**src/rtl/mul4_eval_pkg.sv**
```systemverilog
// Shared constants and types for the 2x2-bit multiplier candidate scorer.
// Lane i of every 16-bit word carries a = i[3:2], b = i[1:0].
package mul4_eval_pkg;

  localparam int SCORE_W_DFLT = 7;

  // Exhaustive operand lanes
  localparam logic [15:0] LANE_A1 = 16'hFF00;
  localparam logic [15:0] LANE_A0 = 16'hF0F0;
  localparam logic [15:0] LANE_B1 = 16'hCCCC;
  localparam logic [15:0] LANE_B0 = 16'hAAAA;

  // Correct product bits per lane
  localparam logic [15:0] GOLD_Y3 = 16'h8000;
  localparam logic [15:0] GOLD_Y2 = 16'h4C00;
  localparam logic [15:0] GOLD_Y1 = 16'h6AC0;
  localparam logic [15:0] GOLD_Y0 = 16'hA0A0;
  localparam logic [63:0] GOLD_Y  = {GOLD_Y3, GOLD_Y2, GOLD_Y1, GOLD_Y0};

  typedef enum logic [2:0] {
    ST_IDLE,
    ST_SETTLE_W,
    ST_SAMPLE,
    ST_SCORE,
    ST_NEXT
  } state_e;

endpackage

```
**src/rtl/mul4_lane_scorer.sv**
```systemverilog
// Combinational compare of one candidate's 64 output bits against the golden
// product, plus a popcount of an (externally registered) match vector.
module mul4_lane_scorer
  import mul4_eval_pkg::*;
#(
  parameter int SCORE_W = SCORE_W_DFLT
) (
  input  logic [63:0]        y_i,
  output logic [63:0]        match_o,
  input  logic [63:0]        match_i,
  output logic [SCORE_W-1:0] score_o
);

  assign match_o = ~(y_i ^ GOLD_Y);

  // Count matching bits; 64 fits in 7 bits so no saturation is needed
  always_comb begin
    score_o = '0;
    for (int i = 0; i < 64; i++) begin
      score_o = score_o + SCORE_W'(match_i[i]);
    end
  end

endmodule

```
**src/rtl/mul4_fitness_sched.sv**
```systemverilog
// Sequencer/scorer: walks cand_sel across NUM_CAND candidates, waits SETTLE
// cycles for the external mux, samples the match vector, scores it and keeps
// the best (strictly greater wins, so ties keep the lower index).
module mul4_fitness_sched
  import mul4_eval_pkg::*;
#(
  parameter  int NUM_CAND = 4,
  parameter  int SETTLE   = 1,
  parameter  int SCORE_W  = SCORE_W_DFLT,
  localparam int SEL_W    = (NUM_CAND > 1) ? $clog2(NUM_CAND) : 1
) (
  input  logic                        clk,
  input  logic                        rst_n,
  input  logic                        start,
  input  logic                        abort,
  output logic                        busy,
  output logic                        done,
  output logic [15:0]                 a1,
  output logic [15:0]                 a0,
  output logic [15:0]                 b1,
  output logic [15:0]                 b0,
  output logic [SEL_W-1:0]            cand_sel,
  input  logic [15:0]                 cand_y3,
  input  logic [15:0]                 cand_y2,
  input  logic [15:0]                 cand_y1,
  input  logic [15:0]                 cand_y0,
  output logic [NUM_CAND*SCORE_W-1:0] score_flat,
  output logic [SEL_W-1:0]            best_idx,
  output logic [SCORE_W-1:0]          best_score,
  output logic                        scores_valid
);

  localparam int               CNT_W    = 3;
  localparam logic [SEL_W-1:0] LAST_SEL = SEL_W'(NUM_CAND - 1);
  localparam logic [CNT_W-1:0] CNT_END  = CNT_W'(SETTLE - 1);

  state_e                      state_q, state_d;
  logic [CNT_W-1:0]            cnt_q, cnt_d;
  logic [SEL_W-1:0]            sel_q, sel_d;
  logic [63:0]                 match_q, match_d;
  logic [NUM_CAND*SCORE_W-1:0] flat_q, flat_d;
  logic [SEL_W-1:0]            best_idx_q, best_idx_d;
  logic [SCORE_W-1:0]          best_score_q, best_score_d;
  logic                        busy_q, busy_d;
  logic                        done_q, done_d;
  logic                        valid_q, valid_d;

  logic [63:0]                 match_c;
  logic [SCORE_W-1:0]          score_c;

  mul4_lane_scorer #(
    .SCORE_W (SCORE_W)
  ) u_scorer (
    .y_i     ({cand_y3, cand_y2, cand_y1, cand_y0}),
    .match_o (match_c),
    .match_i (match_q),
    .score_o (score_c)
  );

  // Next-state and output-register logic; abort overrides everything once busy
  always_comb begin
    state_d      = state_q;
    cnt_d        = cnt_q;
    sel_d        = sel_q;
    match_d      = match_q;
    flat_d       = flat_q;
    best_idx_d   = best_idx_q;
    best_score_d = best_score_q;
    busy_d       = busy_q;
    done_d       = 1'b0;
    valid_d      = valid_q;

    unique case (state_q)
      ST_IDLE: begin
        if (start) begin
          state_d      = ST_SETTLE_W;
          cnt_d        = '0;
          sel_d        = '0;
          flat_d       = '0;
          best_idx_d   = '0;
          best_score_d = '0;
          busy_d       = 1'b1;
          valid_d      = 1'b0;
        end
      end
      ST_SETTLE_W: begin
        if (cnt_q == CNT_END) begin
          state_d = ST_SAMPLE;
        end else begin
          cnt_d = cnt_q + CNT_W'(1);
        end
      end
      ST_SAMPLE: begin
        match_d = match_c;
        state_d = ST_SCORE;
      end
      ST_SCORE: begin
        for (int k = 0; k < NUM_CAND; k++) begin
          if (sel_q == SEL_W'(k)) begin
            flat_d[k*SCORE_W +: SCORE_W] = score_c;
          end
        end
        if ((sel_q == '0) || (score_c > best_score_q)) begin
          best_idx_d   = sel_q;
          best_score_d = score_c;
        end
        // Completion flags are registered here so they show during NEXT
        if (sel_q == LAST_SEL) begin
          done_d  = 1'b1;
          busy_d  = 1'b0;
          valid_d = 1'b1;
        end
        state_d = ST_NEXT;
      end
      ST_NEXT: begin
        if (sel_q == LAST_SEL) begin
          state_d = ST_IDLE;
        end else begin
          sel_d   = sel_q + SEL_W'(1);
          cnt_d   = '0;
          state_d = ST_SETTLE_W;
        end
      end
      default: begin
        state_d = ST_IDLE;
      end
    endcase

    if (abort && (state_q != ST_IDLE)) begin
      state_d = ST_IDLE;
      busy_d  = 1'b0;
      done_d  = 1'b0;
      valid_d = 1'b0;
    end
  end

  // State and result registers; all clear on asynchronous reset
  always_ff @(posedge clk or negedge rst_n) begin
    if (!rst_n) begin
      state_q      <= ST_IDLE;
      cnt_q        <= '0;
      sel_q        <= '0;
      match_q      <= '0;
      flat_q       <= '0;
      best_idx_q   <= '0;
      best_score_q <= '0;
      busy_q       <= 1'b0;
      done_q       <= 1'b0;
      valid_q      <= 1'b0;
    end else begin
      state_q      <= state_d;
      cnt_q        <= cnt_d;
      sel_q        <= sel_d;
      match_q      <= match_d;
      flat_q       <= flat_d;
      best_idx_q   <= best_idx_d;
      best_score_q <= best_score_d;
      busy_q       <= busy_d;
      done_q       <= done_d;
      valid_q      <= valid_d;
    end
  end

  assign a1           = LANE_A1;
  assign a0           = LANE_A0;
  assign b1           = LANE_B1;
  assign b0           = LANE_B0;
  assign busy         = busy_q;
  assign done         = done_q;
  assign cand_sel     = sel_q;
  assign score_flat   = flat_q;
  assign best_idx     = best_idx_q;
  assign best_score   = best_score_q;
  assign scores_valid = valid_q;

endmodule

```
**config.mk**
```make
export PLATFORM = sky130hd
export DESIGN_NAME = mul4_fitness_sched
export DESIGN_NICKNAME = d
export VERILOG_FILES = /design/src/rtl/mul4_eval_pkg.sv /design/src/rtl/mul4_lane_scorer.sv /design/src/rtl/mul4_fitness_sched.sv
export SDC_FILE = /design/constraint.sdc
export NUM_CORES = 1
export LEC_CHECK = 0
export BUFFER_PORTS_ARGS = -buffer_cell sky130_fd_sc_hd__buf_2
export CORE_UTILIZATION = 40
export CTS_CLUSTER_DIAMETER = 30
export DETAILED_ROUTE_END_ITERATION = 8
export GPL_TIMING_DRIVEN = 0
export PLACE_DENSITY_LB_ADDON = 0.3
export SYNTH_ARGS = -nofsm -noshare
export SYNTH_HDL_FRONTEND = slang
export SYNTH_SLANG_ARGS = --single-unit
```
**constraint.sdc**
```tcl
create_clock -name clk -period 7.2 [get_ports clk]
set_input_delay 0.72 -clock clk [delete_from_list [all_inputs] [get_ports clk]]
set_output_delay 0.72 -clock clk [all_outputs]
set_load 0.01 [all_outputs]
```
; ---- After elaboration in Yosys (flattened, before gate mapping)
; Index checks and enable logic that the tools add are counted.
[op_classes]
add_sub_neg = 65
bitwise = 2
reduce_logical = 19
magnitude_cmp = 1
mux = 34
n_eq_ne = 18
[op_table]
columns = operator, n
row1 = 7-bit by 1-bit adder with 7-bit output, 62
row2 = 64-bit inverter, 1
row3 = 28-bit one-hot mux with 2 select lines, 1
row4 = 7-bit 2-to-1 mux, 6
row5 = 28-bit 2-to-1 mux, 1
row6 = 3-bit AND reduction, 7
row7 = 3-bit 2-to-1 mux, 6
row8 = 2-bit != test (second input constant), 8
row9 = 3-bit one-hot mux with 5 select lines, 1
row10 = 14-bit inverter, 1
row11 = 7-bit one-hot mux with 2 select lines, 1
row12 = 1-bit 2-to-1 mux, 10
row13 = 3-bit != test (second input constant), 3
row14 = 3-bit one-hot mux with 3 select lines, 1
row15 = 3-bit nonzero test, 3
row16 = 2-bit one-hot mux with 2 select lines, 2
row17 = 7-bit greater-than comparator, 1
row18 = 3-bit by 2-bit == test with 1-bit output (second input constant), 2
row19 = 3-bit zero test, 2
row20 = 2-bit 2-to-1 mux, 3
row21 = 2-bit == test (second input constant), 2
row22 = 1-bit one-hot mux with 2 select lines, 2
row23 = 4-bit AND reduction, 1
row24 = 2-bit nonzero test, 2
row25 = 10 further kinds, 10
[totals]
elab_cells = 152
regBits = 112

; ---- Longest topological paths before layout
[depth]
ltp_word = 67
depth_mapped = 27

; ---- Cells and area by module
; From an unflattened synthesis, not the netlist that was laid out.
[hier_totals]
cells_unflattened = 643
hier_area_um2 = 7277.0
[by_module_without_submodules]
columns = module, seq_area_each_um2, area_per_inst_um2, cells_per_inst, n_inst
row1 = mul4_fitness_sched, 2802.7, 5176.2, 388, 1
row2 = mul4_lane_scorer, 0.0, 2100.8, 255, 1

; ---- Worst setup path before layout
; OpenSTA, ideal clock, no wires.
[synth_path]
kind = reg-to-reg
start = register match_q[0]
end = register best_idx_q[0], in the netlist best_idx[0]
arrival_time_ns = 7.023
synth_period_minus_slack_ns = 7.148
setup_ns = 0.125
path_buffers = 0
t_required_ns = 7.075
slack_ns = 0.052
stages_incl_launch_ff = 26
path_cell_list = dfrtp_1 > ha_1 > inv_1 > fa_1 > fa_1 > inv_1 > fa_1 > fa_1 > fa_1 > fa_1 > fa_1 > inv_1 > fa_1 > inv_1 > ha_1 > nor2b_1 > o21ai_0 > o21ai_0 > xnor2_1 > inv_1 > ha_1 > nand4_1 > a21oi_1 > nor4_1 > a21oi_4 > mux2_2
[synth_via]
elab_chain_len = 67
[synth_lines]
columns = item, line_no
row1 = "start, declared", mul4_fitness_sched.sv:40  ; logic [63:0] match_q, match_d;
row2 = "start signal, assigned", mul4_fitness_sched.sv:154  ; match_q <= match_d;
row3 = 1-bit by 1-bit adder with 2-bit output, mul4_lane_scorer.sv:20  ; score_o = score_o + SCORE_W'(match_i[i]);
row4 = 7-bit by 1-bit adder with 7-bit output (62 in series), mul4_lane_scorer.sv:20
row5 = 7-bit greater-than comparator, mul4_fitness_sched.sv:103  ; if ((sel_q == '0) || (score_c > best_score_q)) begin
row6 = 1-bit logical OR, mul4_fitness_sched.sv:103
row7 = 2-bit != test (no line), -
row8 = 3-bit AND reduction (no line), -
row9 = "end signal, assigned", mul4_fitness_sched.sv:156  ; best_idx_q <= best_idx_d;
row10 = "end, declared", mul4_fitness_sched.sv:42  ; logic [SEL_W-1:0] best_idx_q, best_idx_d;
; Every way passes these cells.
; A chain may end at the register's enable or synchronous reset.

; ---- Worst setup path after layout
[layout_path]
start = register match_q[0]
end = register best_score_q[1], in the netlist best_score[1]
[layout_via]
elab_chain_len = 67
[layout_lines]
columns = item, line_no
row1 = 1-bit by 1-bit adder with 2-bit output (*), mul4_lane_scorer.sv:20
row2 = 7-bit by 1-bit adder with 7-bit output (*) (62 in series), mul4_lane_scorer.sv:20
row3 = 7-bit greater-than comparator, mul4_fitness_sched.sv:103
row4 = 1-bit logical OR, mul4_fitness_sched.sv:103
row5 = 2-bit != test (no line), -
row6 = 3-bit AND reduction (no line), -
row7 = "end signal, assigned", mul4_fitness_sched.sv:157  ; best_score_q <= best_score_d;
row8 = "end, declared", mul4_fitness_sched.sv:43  ; logic [SCORE_W-1:0] best_score_q, best_score_d;
; Mark *: on every way between the ends. The rest lies on a longest branch, timed or not. The select of a mux whose other input is x is not followed.

==> key figures <==
Run status
  • Status: completed

Timing
  • Hold Fails Final Rpt: 0
  • Setup Viol. Count Final: 0
  • RSZ-0062 raised after global routing: true
  • Worst slew pin tran: 0.8615 ns
  • Clk_skew: 0.006370 ns
  • Tmin final: 7.163 ns
  • Relative max-transition margin: 41.08%
  • Max Clk Rate: 139.6 MHz
  • Max-slew violations: 0
  • Fin crit share: 99.48%
  • Final worst setup slack: 0.03723 ns
  • Fin Hold WS: 0.1805 ns

Logic synthesis
  • Warnings from Yosys: 0
  • Number of synthesized register bits: 112
  • Unique masters post-synth: 44
  • Mux contribution to synthesized area: 6.867%
  • Largest family of logic cells by synthesized area: adder cells
  • Area share of fa/ha/maj cells after synthesis: 21.30%
  • Post-Syn Area: 6778 sq um
  • Mean Syn Cell Area: 10.54 sq um
  • Compound-Gate Fraction of Synth Area: 8.252%
  • Synth Area in Simple Gates: 7.329%
  • Post-Synth XOR/XNOR Area: 0.3877%
  • Async SR Flop Fraction: 100.0%
  • Post-Synthesis Cells: 643
  • Sequential element share of the synthesized area: 41.35%
  • Post-synth EDFFs: 0
  • Synth Flop Type: dfrtp_1

Setup path
  • Setup crit end: best_score[1]
  • Setup CP Type: reg -> reg
  • R2R Path End: best_score[1]
  • CP max stage cell: fa_2
  • CP Data Arrival Time: 7.41 ns
  • Critical Path RT: 7.44 ns
  • Critical path's most frequent cell: fa_1
  • FF-to-FF Start: match_q[0]
  • Crit path cell chain: ha_1 -> inv_1 -> fa_1 -> fa_1 -> fa_2 -> fa_1 -> fa_1 -> fa_1 -> fa_1 -> fa_1 -> fa_2 -> fa_2 -> nor2b_2 -> o31a_1 -> a21oi_2 -> ha_1 -> nand4_1 -> buf_4 -> o41ai_4 -> a21oi_4 -> buf_6 -> mux2_2
  • CP endpoint kind: flip-flop
  • Startpoint Class: flip-flop
  • Worst Setup SP: match_q[0]
  • Setup slack, reg-to-reg: 0.04 ns
  • Worst Path Max Fanout: 6
  • R2R depth: 22
  • Slowest cell delay on critical path: 0.56 ns

Layout
  • Register area: 2803 sq um
  • Fraction of layout cells with a size suffix above 1: 31.50%
  • Fillers: 1,557
  • Area growth syn-to-layout: 22.17%
  • Multi-input logic area: 3298 sq um
  • Final #Nets: 985
  • Design area: 8280 sq um
  • Antenna cell count: 0

Clock tree
  • CTS Sinks: 112
  • CTS max path bufs: 2
  • H-tree Lvls: 3
  • Root Buffer: clkbuf_16
  • Worst-skew pair later-pin latency: 0.36 ns
  • CTS tree: done
  • Clk pin slew, worst setup/hold paths: 0.07 ns
  • Cts hold-fix bufs: 0
  • Num CTS Buffers: 9

Routing
  • DRT Pass-1 Iters: 4
  • Metal-1 WL: 6.345 mm
  • # DRC: 0
  • Max layer used: met4
  • Total wire length: 13.54 mm
  • Wire length on met3: 533 um
  • Vias per cell: 4.312
  • Antenna viol nets, final: 0
  • WL met2: 6.501 mm
  • Initial DRC count: 106
  • Routed vias: 4,562
  • Routed len/inst: 12.80 um

Die
  • Core region area: 16,580 sq um
  • Row Count: 47
  • Starting density of the core: 40.87%
  • DIE WIDTH: 132.2 um
  • Die Y: 132.2 um
  • # IOs: 174
  • Die Footprint: 17,470 sq um

Worst hold path
  • HP Class: in -> async

Placed design
  • GPL Wtd Cong: 0.7998
  • Post-place setup slack: -0.5461 ns
  • DP Area: 7865 sq um
  • Final HPWL DP: 10.59 mm
  • PortBufs: 109

Job
  • Max-capacitance violation count: 0

Global routing
  • First-pass GRT wire length: 22.31 mm
  • Gr ovfl total: 0
  • Antenna violations before repair: 0
  • GRT Util Overall: 16.37%
  • Vias in the first global route: 4,534
  • Largest net degree at the start of global routing: 98
==> layout make-up <==
class                           instances  share of cell area, %
Multi-Input combinational cell        401                  39.83
Buffer                                 83                  6.845
Inverter                              109                  4.941
Tap cell                              220                  3.324
Sequential cell                       112                  33.85
Timing Repair Buffer                  118                  7.812
Clock buffer                           10                  2.886
Clock inverter                          5                 0.5138
==> kinds of logic after synthesis <==
group                      after synthesis
xor gates and xnor gates                 3
and+or+nand+nor                        112
AOI/OAI and AO/OA                       97
muxes                                   42
adders and majority gates               83
other                                    2
DFF                                    112
buffers and inverters                  192
==> layout by cell type (no fill, tap or decap), types with 3 or more instances in the layout <==
master     netlist  final
a21o_1           4      4
a21oi_1          8      6
buf_2            6    114
buf_4           64     70
buf_6            1      4
clkbuf_1        11     11
clkbuf_16        0      9
clkinv_4         0      3
conb_1           2     64
dfrtp_1        112    112
fa_1            54     48
fa_2             0      6
ha_1            29     28
inv_1          109    108
mux2_2          36     36
mux2i_1          6      6
nand2_1         75     75
nand3_1          4      4
nand3b_1         3      3
nor2_1          11     11
nor2b_1          4      3
o21ai_0         73     69
o21ai_2          1      4
xnor2_1          3      3
==> critical path: cells and delay by family, from the launching register on <==
kind | cells | cell delay [ns]
flip-flops | 1 | 0.39
AO/OA/AOI/OAI | 4 | 0.55
buffers and inverters | 3 | 0.41
multiplexers | 1 | 0.26
adder cells (fa/ha/maj) | 12 | 5.13
AND/OR/NAND/NOR | 2 | 0.30
==> flip-flops by register name, summed over array words and instances (netlist names) <==
register and flops:
scores_valid 1, match_q 64, best_score 7, state_q 3, cand_sel 2, busy 1, score_flat 28, done 1
cnt_q 3, best_idx 2
==> Yosys cell counts (4+ instances only) <==
cell | count | share of area [%]
nor2_1 | 11 | 0.61
dfrtp_1 | 112 | 41
ha_1 | 29 | 5.4
o21ai_0 | 73 | 5.4
clkbuf_1 | 11 | 0.61
mux2_2 | 36 | 6.0
mux2i_1 | 6 | 0.89
nand2_1 | 75 | 4.2
a21oi_1 | 8 | 0.59
buf_4 | 64 | 7.1
a21o_1 | 4 | 0.44
fa_1 | 54 | 16
nor2b_1 | 4 | 0.37
nand3_1 | 4 | 0.30
inv_1 | 109 | 6.0
buf_2 | 6 | 0.44
==> through the flow <==
step	setup TNS (ns)	util, %	cells
2_1_floorplan	0	-	705
3_3_place_gp	-3.786	47.22	1034
3_5_place_dp	-4.279	47.43	1035
4_1_cts	0	49.47	1053
5_1_grt	-1.735	49.93	1058
6_report	0	49.93	1058
==> metal layers <==
metal | vias up | track usage (%)
met5 | - | 0
met4 | 0 | 5.172
met3 | 12 | 3.037
met2 | 97 | 26.75
met1 | 2181 | 22.08
li1 | 2272 | -
==> worst min-delay path by stage <==
stage,end,slack (ns),depth (start not counted),from
detailed placement,score_flat[6],0.46,2,score_flat[6]
global route,cand_sel[0],0.18,1,rst_n
global placement,score_flat[23],0.46,2,score_flat[23]
floorplan,best_idx[0],0.42,0,rst_n
CTS,cand_sel[0],0.18,1,rst_n
finish,done,0.18,1,rst_n
==> what timing repair did <==
action,in CTS,in global routing
setup endpoints to repair,9,9
resized for setup,12,10
pin swaps,16,6
buffers inserted,3,5
hold endpoints to repair,0,0
Power is left out: the tool's default activity adds up to more than one toggle a clock period on the data nets, which glitch-free logic cannot reach.
